`config.mk`:
```
export PLATFORM = sky130hd
export DESIGN_NAME = pending_priority_encoder
export DESIGN_NICKNAME = d
export VERILOG_FILES = /design/src/rtl/pending_priority_encoder.sv
export SDC_FILE = /design/constraint.sdc
export NUM_CORES = 1
export LEC_CHECK = 0
export BUFFER_PORTS_ARGS = -buffer_cell sky130_fd_sc_hd__buf_4
export CORE_MARGIN = 2
export CORE_UTILIZATION = 30
export CTS_CLUSTER_DIAMETER = 50
export DETAILED_ROUTE_END_ITERATION = 6
export GPL_TIMING_DRIVEN = 0
export PLACE_DENSITY_LB_ADDON = 0.2
export SLEW_MARGIN = 40
export SYNTH_ARGS = -nofsm -noshare
export SYNTH_HDL_FRONTEND = slang
export SYNTH_SLANG_ARGS = --single-unit
```
`constraint.sdc`:
```
create_clock -name clk -period 3.3 [get_ports clk]
set_input_delay 0 -clock clk [delete_from_list [all_inputs] [get_ports clk]]
set_output_delay 0 -clock clk [all_outputs]
set_load 0.005 [all_outputs]
```
`src/rtl/pending_priority_encoder.sv`:
```
// pending_priority_encoder
//
// Purpose:
//   Registered N-to-log2(N) encoder with request memory.
//   - Single-cycle request pulses on iData are latched into a pending vector.
//   - Pending requests are issued one index at a time through a valid/ready output stage.
//   - A pending bit clears at the moment its index is loaded into oData.
//
// Configuration macro:
//   ROUND_ROBIN_EN
//     Defined:   round-robin search that starts just after the last issued index.
//     Undefined: fixed priority, where the highest set index wins.
//
// Ports:
//   clk        in   1  system clock, rising edge
//   rst        in   1  synchronous reset, active-high
//   iData      in   N  request pulses; bit k requests index k
//   iReady     in   1  consumer accepts oData this cycle
//   oData      out  W  encoded index of the current grant (keeps its last value when idle)
//   oValid     out  1  oData is valid; held until accepted
//   oPending   out  N  registered pending vector (the bit held in oData is already cleared)
//   oOverflow  out  1  sticky flag: a request hit a bit that was still pending

module pending_priority_encoder #(
  parameter int N = 8,
  localparam int W = $clog2(N)
) (
  input  logic         clk,
  input  logic         rst,
  input  logic [N-1:0] iData,
  input  logic         iReady,
  output logic [W-1:0] oData,
  output logic         oValid,
  output logic [N-1:0] oPending,
  output logic         oOverflow
);

  logic [N-1:0] pending;
  logic [N-1:0] clr;
  logic [W-1:0] sel;
  logic         load;

`ifdef ROUND_ROBIN_EN
  logic [W-1:0] ptr;

  // Search starts at ptr+1 and wraps modulo N, so the index just issued is
  // tried last. ptr=N-1 therefore starts the search at index 0.
  always_comb begin
    logic         found;
    logic [W-1:0] idx;
    sel   = '0;
    found = 1'b0;
    idx   = '0;
    for (int i = 1; i <= N; i++) begin
      idx = W'((int'(ptr) + i) % N);
      if (!found && pending[idx]) begin
        sel   = idx;
        found = 1'b1;
      end
    end
  end

  // The pointer remembers the last issued index and only moves on a load.
  always_ff @(posedge clk) begin
    if (rst) begin
      ptr <= '0;
    end else if (load) begin
      ptr <= sel;
    end
  end
`else
  // Fixed priority: later iterations overwrite earlier ones, so the highest
  // set index wins.
  always_comb begin
    sel = '0;
    for (int i = 0; i < N; i++) begin
      if (pending[i]) begin
        sel = W'(i);
      end
    end
  end
`endif

  // A new grant is loaded whenever the output stage is empty or is being
  // accepted this cycle. Selection reads only the registered pending vector,
  // so a request needs one edge to be captured before it can be issued.
  always_comb begin
    load = (!oValid || iReady) && (pending != '0);
    clr  = '0;
    if (load) begin
      clr[sel] = 1'b1;
    end
  end

  // Pending capture, sticky overflow and the output stage.
  // - OR-ing iData in after the clear makes a same-edge re-request win over
  //   the clear.
  // - A request that collides with a still-pending bit is absorbed, so no
  //   duplicate issue happens; only the overflow flag records it.
  always_ff @(posedge clk) begin
    if (rst) begin
      pending   <= '0;
      oData     <= '0;
      oValid    <= 1'b0;
      oOverflow <= 1'b0;
    end else begin
      pending <= (pending & ~clr) | iData;
      if ((iData & pending & ~clr) != '0) begin
        oOverflow <= 1'b1;
      end
      if (load) begin
        oData  <= sel;
        oValid <= 1'b1;
      end else if (iReady) begin
        oValid <= 1'b0;
      end
    end
  end

  assign oPending = pending;

endmodule
```
==> impl_table.tex, run 1 <==
\begin{tabular}{lr}
\hline
Metric & Value \\
\hline
\multicolumn{2}{l}{\textbf{Run status}} \\
\quad Result of the run & completed \\
\multicolumn{2}{l}{\textbf{Floorplanning}} \\
\quad Rows & 16 \\
\quad Horizontal die dimension & 49.9 um \\
\quad Die Y & 49.9 um \\
\quad Core area & 1980 um2 \\
\quad Boundary Pins & 24 \\
\quad Area of the die & 2490 um2 \\
\quad Effective utilization at floorplan & 31.9\% \\
\multicolumn{2}{l}{\textbf{Clock network}} \\
\quad Number of clock sinks & 13 \\
\quad Worst skew pair latency & 0.27 ns \\
\quad CTS tree & yes \\
\quad CTS H-tree lvls & 1 \\
\quad Clock tree root driver cell & clkbuf\_4 \\
\quad Clock tree buffer depth & 2 \\
\quad TritonCTS Buffers & 3 \\
\quad Cts repair resizes & 0 \\
\quad Clock-pin transition on the worst setup and hold timing paths & 0.08 ns \\
\multicolumn{2}{l}{\textbf{GRT}} \\
\quad GR Overflow Total & 0 \\
\quad Maximum number of pins on one net before global-route repair & 11 \\
\quad Total routing usage reported by global routing & 13.1\% \\
\quad Number of antenna violations at the first check in global routing & 0 \\
\quad Number of global-route vias before repair & 620 \\
\quad First-pass GRT wire length & 2580 um \\
\multicolumn{2}{l}{\textbf{Critical path}} \\
\quad Data arrival time of the worst path & 1.91 ns \\
\quad Crit path max fanout & 8 \\
\quad Kind of start point of the critical path & register \\
\quad Path type of the worst setup path & register to register \\
\quad Reg2reg path depth & 5 \\
\quad Critical path capture point type & register \\
\quad Required time of the worst setup path & 3.44 ns \\
\multicolumn{2}{l}{\textbf{Drt}} \\
\quad Via density per instance & 4.77 \\
\quad Remaining design rule violation count & 0 \\
\quad Length of the first detailed-routing pass in iterations & 4 \\
\quad Average wire length per cell after detail routing & 11.1 um \\
\quad Antenna Violating Nets Remaining & 0 \\
\quad Count of routing violations after the opening detailed-route iteration & 7 \\
\quad Total number of vias & 649 \\
\quad Aggregate routed wire length & 1520 um \\
\multicolumn{2}{l}{\textbf{Power}} \\
\quad Internal Dissipation & 274 uW \\
\quad Pwr dens & 397 nW/um2 \\
\quad Part of the power in combinational logic & 25.8\% \\
\quad Worst VDD drop & 0.254 mV \\
\quad Clock network fraction of total power & 25.8\% \\
\quad Proportion of total power due to net switching & 27.7\% \\
\quad Power dissipated by switching net loads & 105 uW \\
\quad Total leakage power & 0.426 nW \\
\quad Fraction of power consumed by sequential logic & 48.4\% \\
\multicolumn{2}{l}{\textbf{Synth}} \\
\quad Mean post-synth cell area & 8.66 um2 \\
\quad Fraction of the yosys area taken by sequential cells & 41.2\% \\
\quad Synthesized area & 632 um2 \\
\quad \#FFs+latches synth & 13 \\
\quad Number of nets produced by synthesis & 84 \\
\quad Gate count of the mapped netlist & 73 \\
\quad Ys Warns & 0 \\
\quad Number of distinct library cell variants in the gate-level netlist after synthesis & 28 \\
\multicolumn{2}{l}{\textbf{STA}} \\
\quad Transition time at the pin with the least slew margin & 0.472 ns \\
\quad Final TNS setup & 0 ns \\
\quad Final Hold Slack & 0.197 ns \\
\quad Final Hold Viols & 0 \\
\quad Worst relative slew slack & 68.6\% \\
\quad Part of the cycle the worst path needs & 53.6\% \\
\quad Final worst clock skew & 0.00278 ns \\
\quad Max Slew Vio Count & 0 \\
\quad Max Clk Rate & 0.565 GHz \\
\quad Unrepaired setup endpoints after global routing & false \\
\quad Setup violations, final & 0 \\
\quad Post-layout min period & 1.77 ns \\
\multicolumn{2}{l}{\textbf{Job}} \\
\quad MaxCap Viol Count & 0 \\
\multicolumn{2}{l}{\textbf{Cells and area}} \\
\quad Final std cells w/o fill & 136 \\
\quad Fraction of final layout cells with drive strength greater than 1 & 32.1\% \\
\quad Signed area change from the synthesized netlist to the final layout & 51.1\% \\
\quad Diode count & 0 \\
\quad Final Net Count & 121 \\
\multicolumn{2}{l}{\textbf{Place}} \\
\quad Final RePlAce weighted congestion & 0.759 \\
\quad I/O Buffers & 23 \\
\quad Placed cells & 123 \\
\quad Detailed placer's ending HPWL & 1100 um \\
\multicolumn{2}{l}{\textbf{Min path}} \\
\quad Cell depth of the worst min-delay path & 5 \\
\quad Hold/Removal Path Class & input pin to register \\
\hline
\end{tabular}
worst paths after layout:
path	from	endpoint	slack [ns]
setup / recovery	oPending[5]	oOverflow	1.53
hold / removal	iReady	oPending[7]	0.20
setup reg to reg	oPending[5]	oOverflow	1.53
hold reg to reg	oData[1]	oData[1]	0.50
cells by family (layout without fill, tap and decap cells):
kind of cell	count (synthesis)	in the layout	share of synthesized area, %
AOI/OAI and AO/OA	25	25	25.7
buffers and inverters	10	46	8.51
DFF	13	13	41.2
muxes	1	1	1.58
and+or+nand+nor	24	24	23.0
cell type report:
cell class	count	area, um2
Buffer	4	31.3
Tap cell	27	33.8
Timing Repair Buffer	32	263
Fill cell	200	1030
Clock buffer	4	26.3
Sequential cell	13	260
Inverter	6	22.5
Multi-Input combinational cell	50	318
per-stage QoR:
step                      power [mW]  worst slack, ns  area (um2)  util, %
after CTS                      0.384             1.56         955     48.2
after floorplan                0.235             1.69         632        -
final                          0.379             1.53         955     48.2
after global routing           0.406             1.45         955     48.2
after detailed placement       0.277             1.58         838     42.3
after global placement         0.276             1.51         838     42.3
worst max-delay path: stages, from the launching register on:
cell       delay, ns
dfxtp_1         0.42
nor4_4          0.39
and3b_1         0.29
o2111ai_1       0.17
a311oi_2        0.21
a41oi_1         0.16
timing repair:
item	in CTS	in global routing
hold buffers	9	0
setup buffers	0	0
endpoints found under the hold margin	11	0
synthesized netlist by cell type:
cell type,n,share of area [%]
a31oi_1,1,0.99
nor2b_4,1,2.2
o31ai_1,2,2.4
a21oi_1,11,8.7
a41oi_1,1,1.4
buf_6,2,3.6
o211ai_1,2,2.4
nor4_4,1,3.4
a211oi_1,2,2.4
o2111ai_1,1,1.4
clkbuf_1,1,0.59
inv_1,6,3.6
and3_1,1,0.99
or2_2,1,0.99
buf_2,1,0.79
nor3_1,2,1.6
nand3_1,2,1.6
nand2b_1,1,0.99
mux2i_1,1,1.6
or3_1,1,0.99
a21o_2,1,1.4
nand2_1,2,1.2
nor2_1,10,5.9
dfxtp_1,13,41
or4_4,1,1.8
and3b_1,1,1.4
o21ai_0,3,2.4
a311oi_2,1,2.4
layout by cell type (no fill, tap or decap), types with 2 or more instances in the layout:
master / n
dfxtp_1: 13
dlygate4sd3_1: 9
nor2_1: 10
a21oi_1: 11
nor3_1: 2
clkbuf_1: 2
nand2_1: 2
a211oi_1: 2
inv_1: 6
o211ai_1: 2
nand3_1: 2
buf_6: 2
o21ai_0: 3
buf_4: 23
clkbuf_4: 3
o31ai_1: 2
power groups by stage:
stage          registers, mW  logic [mW]  clock network (mW)
4_1_cts                0.184      0.0980               0.102
5_1_grt                0.187       0.107               0.112
6_report               0.184      0.0977              0.0977
3_5_place_dp           0.187      0.0892                   0
2_1_floorplan          0.187      0.0481                   0
3_3_place_gp           0.187      0.0892                   0
flip-flops by register name (all words and copies together) (netlist names):
register / count
oOverflow: 1
oValid: 1
oData: 3
oPending: 8
routing by layer:
metal / up-vias / global-route usage, % / wire, um
met5: - / 0 / 0
met3: 0 / 2.12 / 77
met2: 15 / 20.4 / 706
met4: 0 / 5.56 / 0
met1: 299 / 17.6 / 732
li1: 335 / - / -
No activity file was read; power rests on OpenSTA's default activity.
==> inputs of run 2 (changes only) <==
clock period = 1.75 ns   (was 3.3 ns; I/O delays follow)
==> run 2 against run 1 <==
  * Clock power rose by 93%
  * Die area did not move
  * Fmax rose by 2.3%
  * Total power rose by 97%
  * Final area rose by 8.0%
  * Utilization rose by 3.9 points
  * Clock-buffer cell count did not move
  * Non-clock buffer count rose by 7
  * Critical endpoint unchanged
==> impl_table.tex, run 2 (synthesis results as in run 1) <==
\begin{tabular}{lr}
\hline
Metric & Value \\
\hline
\multicolumn{2}{l}{\textbf{Run status}} \\
\quad Result of the run & completed \\
\multicolumn{2}{l}{\textbf{Clock network}} \\
\quad TritonCTS Buffers & 3 \\
\quad Clock tree root driver cell & clkbuf\_4 \\
\quad CTS tree & yes \\
\quad Worst skew pair latency & 0.27 ns \\
\quad Clock-pin transition on the worst setup and hold timing paths & 0.08 ns \\
\quad CTS H-tree lvls & 1 \\
\quad Number of clock sinks & 13 \\
\quad Clock tree buffer depth & 2 \\
\multicolumn{2}{l}{\textbf{STA}} \\
\quad Part of the cycle the worst path needs & 98.9\% \\
\quad Post-layout min period & 1.73 ns \\
\quad Max Clk Rate & 0.578 GHz \\
\quad Transition time at the pin with the least slew margin & 0.481 ns \\
\quad Max Slew Vio Count & 0 \\
\quad Worst relative slew slack & 67.9\% \\
\quad Final TNS setup & 0 ns \\
\quad Final Hold Viols & 0 \\
\quad Final worst clock skew & 0.00131 ns \\
\quad Setup violations, final & 0 \\
\multicolumn{2}{l}{\textbf{GRT}} \\
\quad Maximum number of pins on one net before global-route repair & 11 \\
\quad Number of global-route vias before repair & 620 \\
\quad GR Overflow Total & 0 \\
\quad Total routing usage reported by global routing & 13.1\% \\
\quad Number of antenna violations at the first check in global routing & 0 \\
\quad First-pass GRT wire length & 2580 um \\
\multicolumn{2}{l}{\textbf{Power}} \\
\quad Pwr dens & 723 nW/um2 \\
\quad Total leakage power & 0.467 nW \\
\quad Worst VDD drop & 0.494 mV \\
\multicolumn{2}{l}{\textbf{Cells and area}} \\
\quad Final Net Count & 128 \\
\quad Most used cells in the layout excluding fill and tap cells & 30 x buf\_4, 11 x a21oi\_1, 11 x dfxtp\_1, 10 x nor2\_1, 9 x dlygate4sd3\_1 \\
\quad Final std cells w/o fill & 143 \\
\quad Diode count & 0 \\
\quad Fraction of final layout cells with drive strength greater than 1 & 40.5\% \\
\quad Commonest non-fill, non-tap cell in the layout & buf\_4 \\
\quad Signed area change from the synthesized netlist to the final layout & 63.2\% \\
\quad Max reg flops & 8 \\
\multicolumn{2}{l}{\textbf{Drt}} \\
\quad Total number of vias & 682 \\
\quad Antenna Violating Nets Remaining & 0 \\
\quad Length of the first detailed-routing pass in iterations & 4 \\
\quad Remaining design rule violation count & 0 \\
\quad Aggregate routed wire length & 1680 um \\
\quad Via density per instance & 4.77 \\
\quad Average wire length per cell after detail routing & 11.7 um \\
\quad Count of routing violations after the opening detailed-route iteration & 20 \\
\multicolumn{2}{l}{\textbf{Floorplanning}} \\
\quad Boundary Pins & 24 \\
\quad Die Y & 49.9 um \\
\quad Area of the die & 2490 um2 \\
\quad Horizontal die dimension & 49.9 um \\
\quad Effective utilization at floorplan & 31.9\% \\
\quad Rows & 16 \\
\quad Core area & 1980 um2 \\
\multicolumn{2}{l}{\textbf{Min path}} \\
\quad Hold/Removal Path Class & input pin to register \\
\quad Cell depth of the worst min-delay path & 5 \\
\multicolumn{2}{l}{\textbf{Critical path}} \\
\quad Path type of the worst setup path & register to register \\
\quad Critical path capture point type & register \\
\quad Kind of start point of the critical path & register \\
\quad Cell chain of the critical path & buf\_6, nor4\_4, and3b\_2, o2111ai\_2, a311oi\_2, a41oi\_2 \\
\quad Data arrival time of the worst path & 1.88 ns \\
\quad Required time of the worst setup path & 1.90 ns \\
\quad Crit path max fanout & 6 \\
\quad Reg2reg path depth & 6 \\
\quad Critical Path Max Stage Delay & 0.33 ns \\
\quad Setup slack, reg-to-reg & 0.02 ns \\
\quad Slowest cell on crit path & dfxtp\_2 \\
\multicolumn{2}{l}{\textbf{Job}} \\
\quad MaxCap Viol Count & 0 \\
\multicolumn{2}{l}{\textbf{Place}} \\
\quad Placed cells & 123 \\
\quad Detailed placer's ending HPWL & 1100 um \\
\quad I/O Buffers & 23 \\
\quad Final RePlAce weighted congestion & 0.759 \\
\hline
\end{tabular}
-- run 2: changes by cell type in the layout (fill, tap and decap cells not counted), sizes merged --
cell	before	now
buf	26	33
-- run 2: routing by layer --
metal | track usage [%] | share of wire (%) | vias up
met3 | 2.12 | 4.0 | 2
met4 | 5.56 | 0.84 | 0
met2 | 20.4 | 49 | 15
li1 | - | - | 347
met1 | 17.6 | 46 | 318
met5 | 0 | 0 | -
-- run 2: report_power, final --
| part | switching [mW] | total [mW] | internal [mW] | leakage, nW |
|---|---|---|---|---|
| clock network | 0.100 | 0.189 | 0.0884 | 0.0150 |
| logic | 0.0854 | 0.209 | 0.124 | 0.342 |
| registers | 0.0249 | 0.347 | 0.322 | 0.109 |
-- run 2: repair_timing --
item | in CTS | in global routing
hold buffers | 9 | 0
hold endpoints to repair | 11 | 0
gates resized for setup | 0 | 8
setup buffers | 0 | 7
setup endpoints to repair | 0 | 1
-- run 2: worst max-delay path: cells and delay by family, from the launching register on --
family / cells / cell delay (ns)
AO/OA/AOI/OAI: 3 / 0.55
buffers and inverters: 1 / 0.13
flip-flops: 1 / 0.33
AND/OR/NAND/NOR: 2 / 0.59
-- run 2: path summary, 6_finish.rpt --
path / startpoint / to
max: oPending[7] / oOverflow
min: iReady / oPending[7]
max reg2reg: oPending[7] / oOverflow
min reg2reg: oData[1] / oData[1]
-- run 2: cell type report --
| type | instances | area [um2] |
|---|---|---|
| Timing Repair Buffer | 39 | 315 |
| Buffer | 4 | 37.5 |
| Sequential cell | 13 | 263 |
| Inverter | 6 | 22.5 |
| Clock buffer | 4 | 26.3 |
| Fill cell | 186 | 951 |
| Tap cell | 27 | 33.8 |
| Multi-Input combinational cell | 50 | 333 |
-- run 2: stage by stage --
step                utilization (%)  power (mW)  area [um2]  hold slack (ns)  worst slack (ns)
floorplan                         -       0.443         632           0.0724             0.138
global placement               42.3       0.520         838            0.194           -0.0366
detailed placement             42.3       0.522         838            0.202            0.0307
CTS                            48.2       0.724         955            0.182           0.00739
global route                   52.0       0.791        1030            0.221           -0.0212
finish                         52.0       0.745        1030            0.184            0.0200
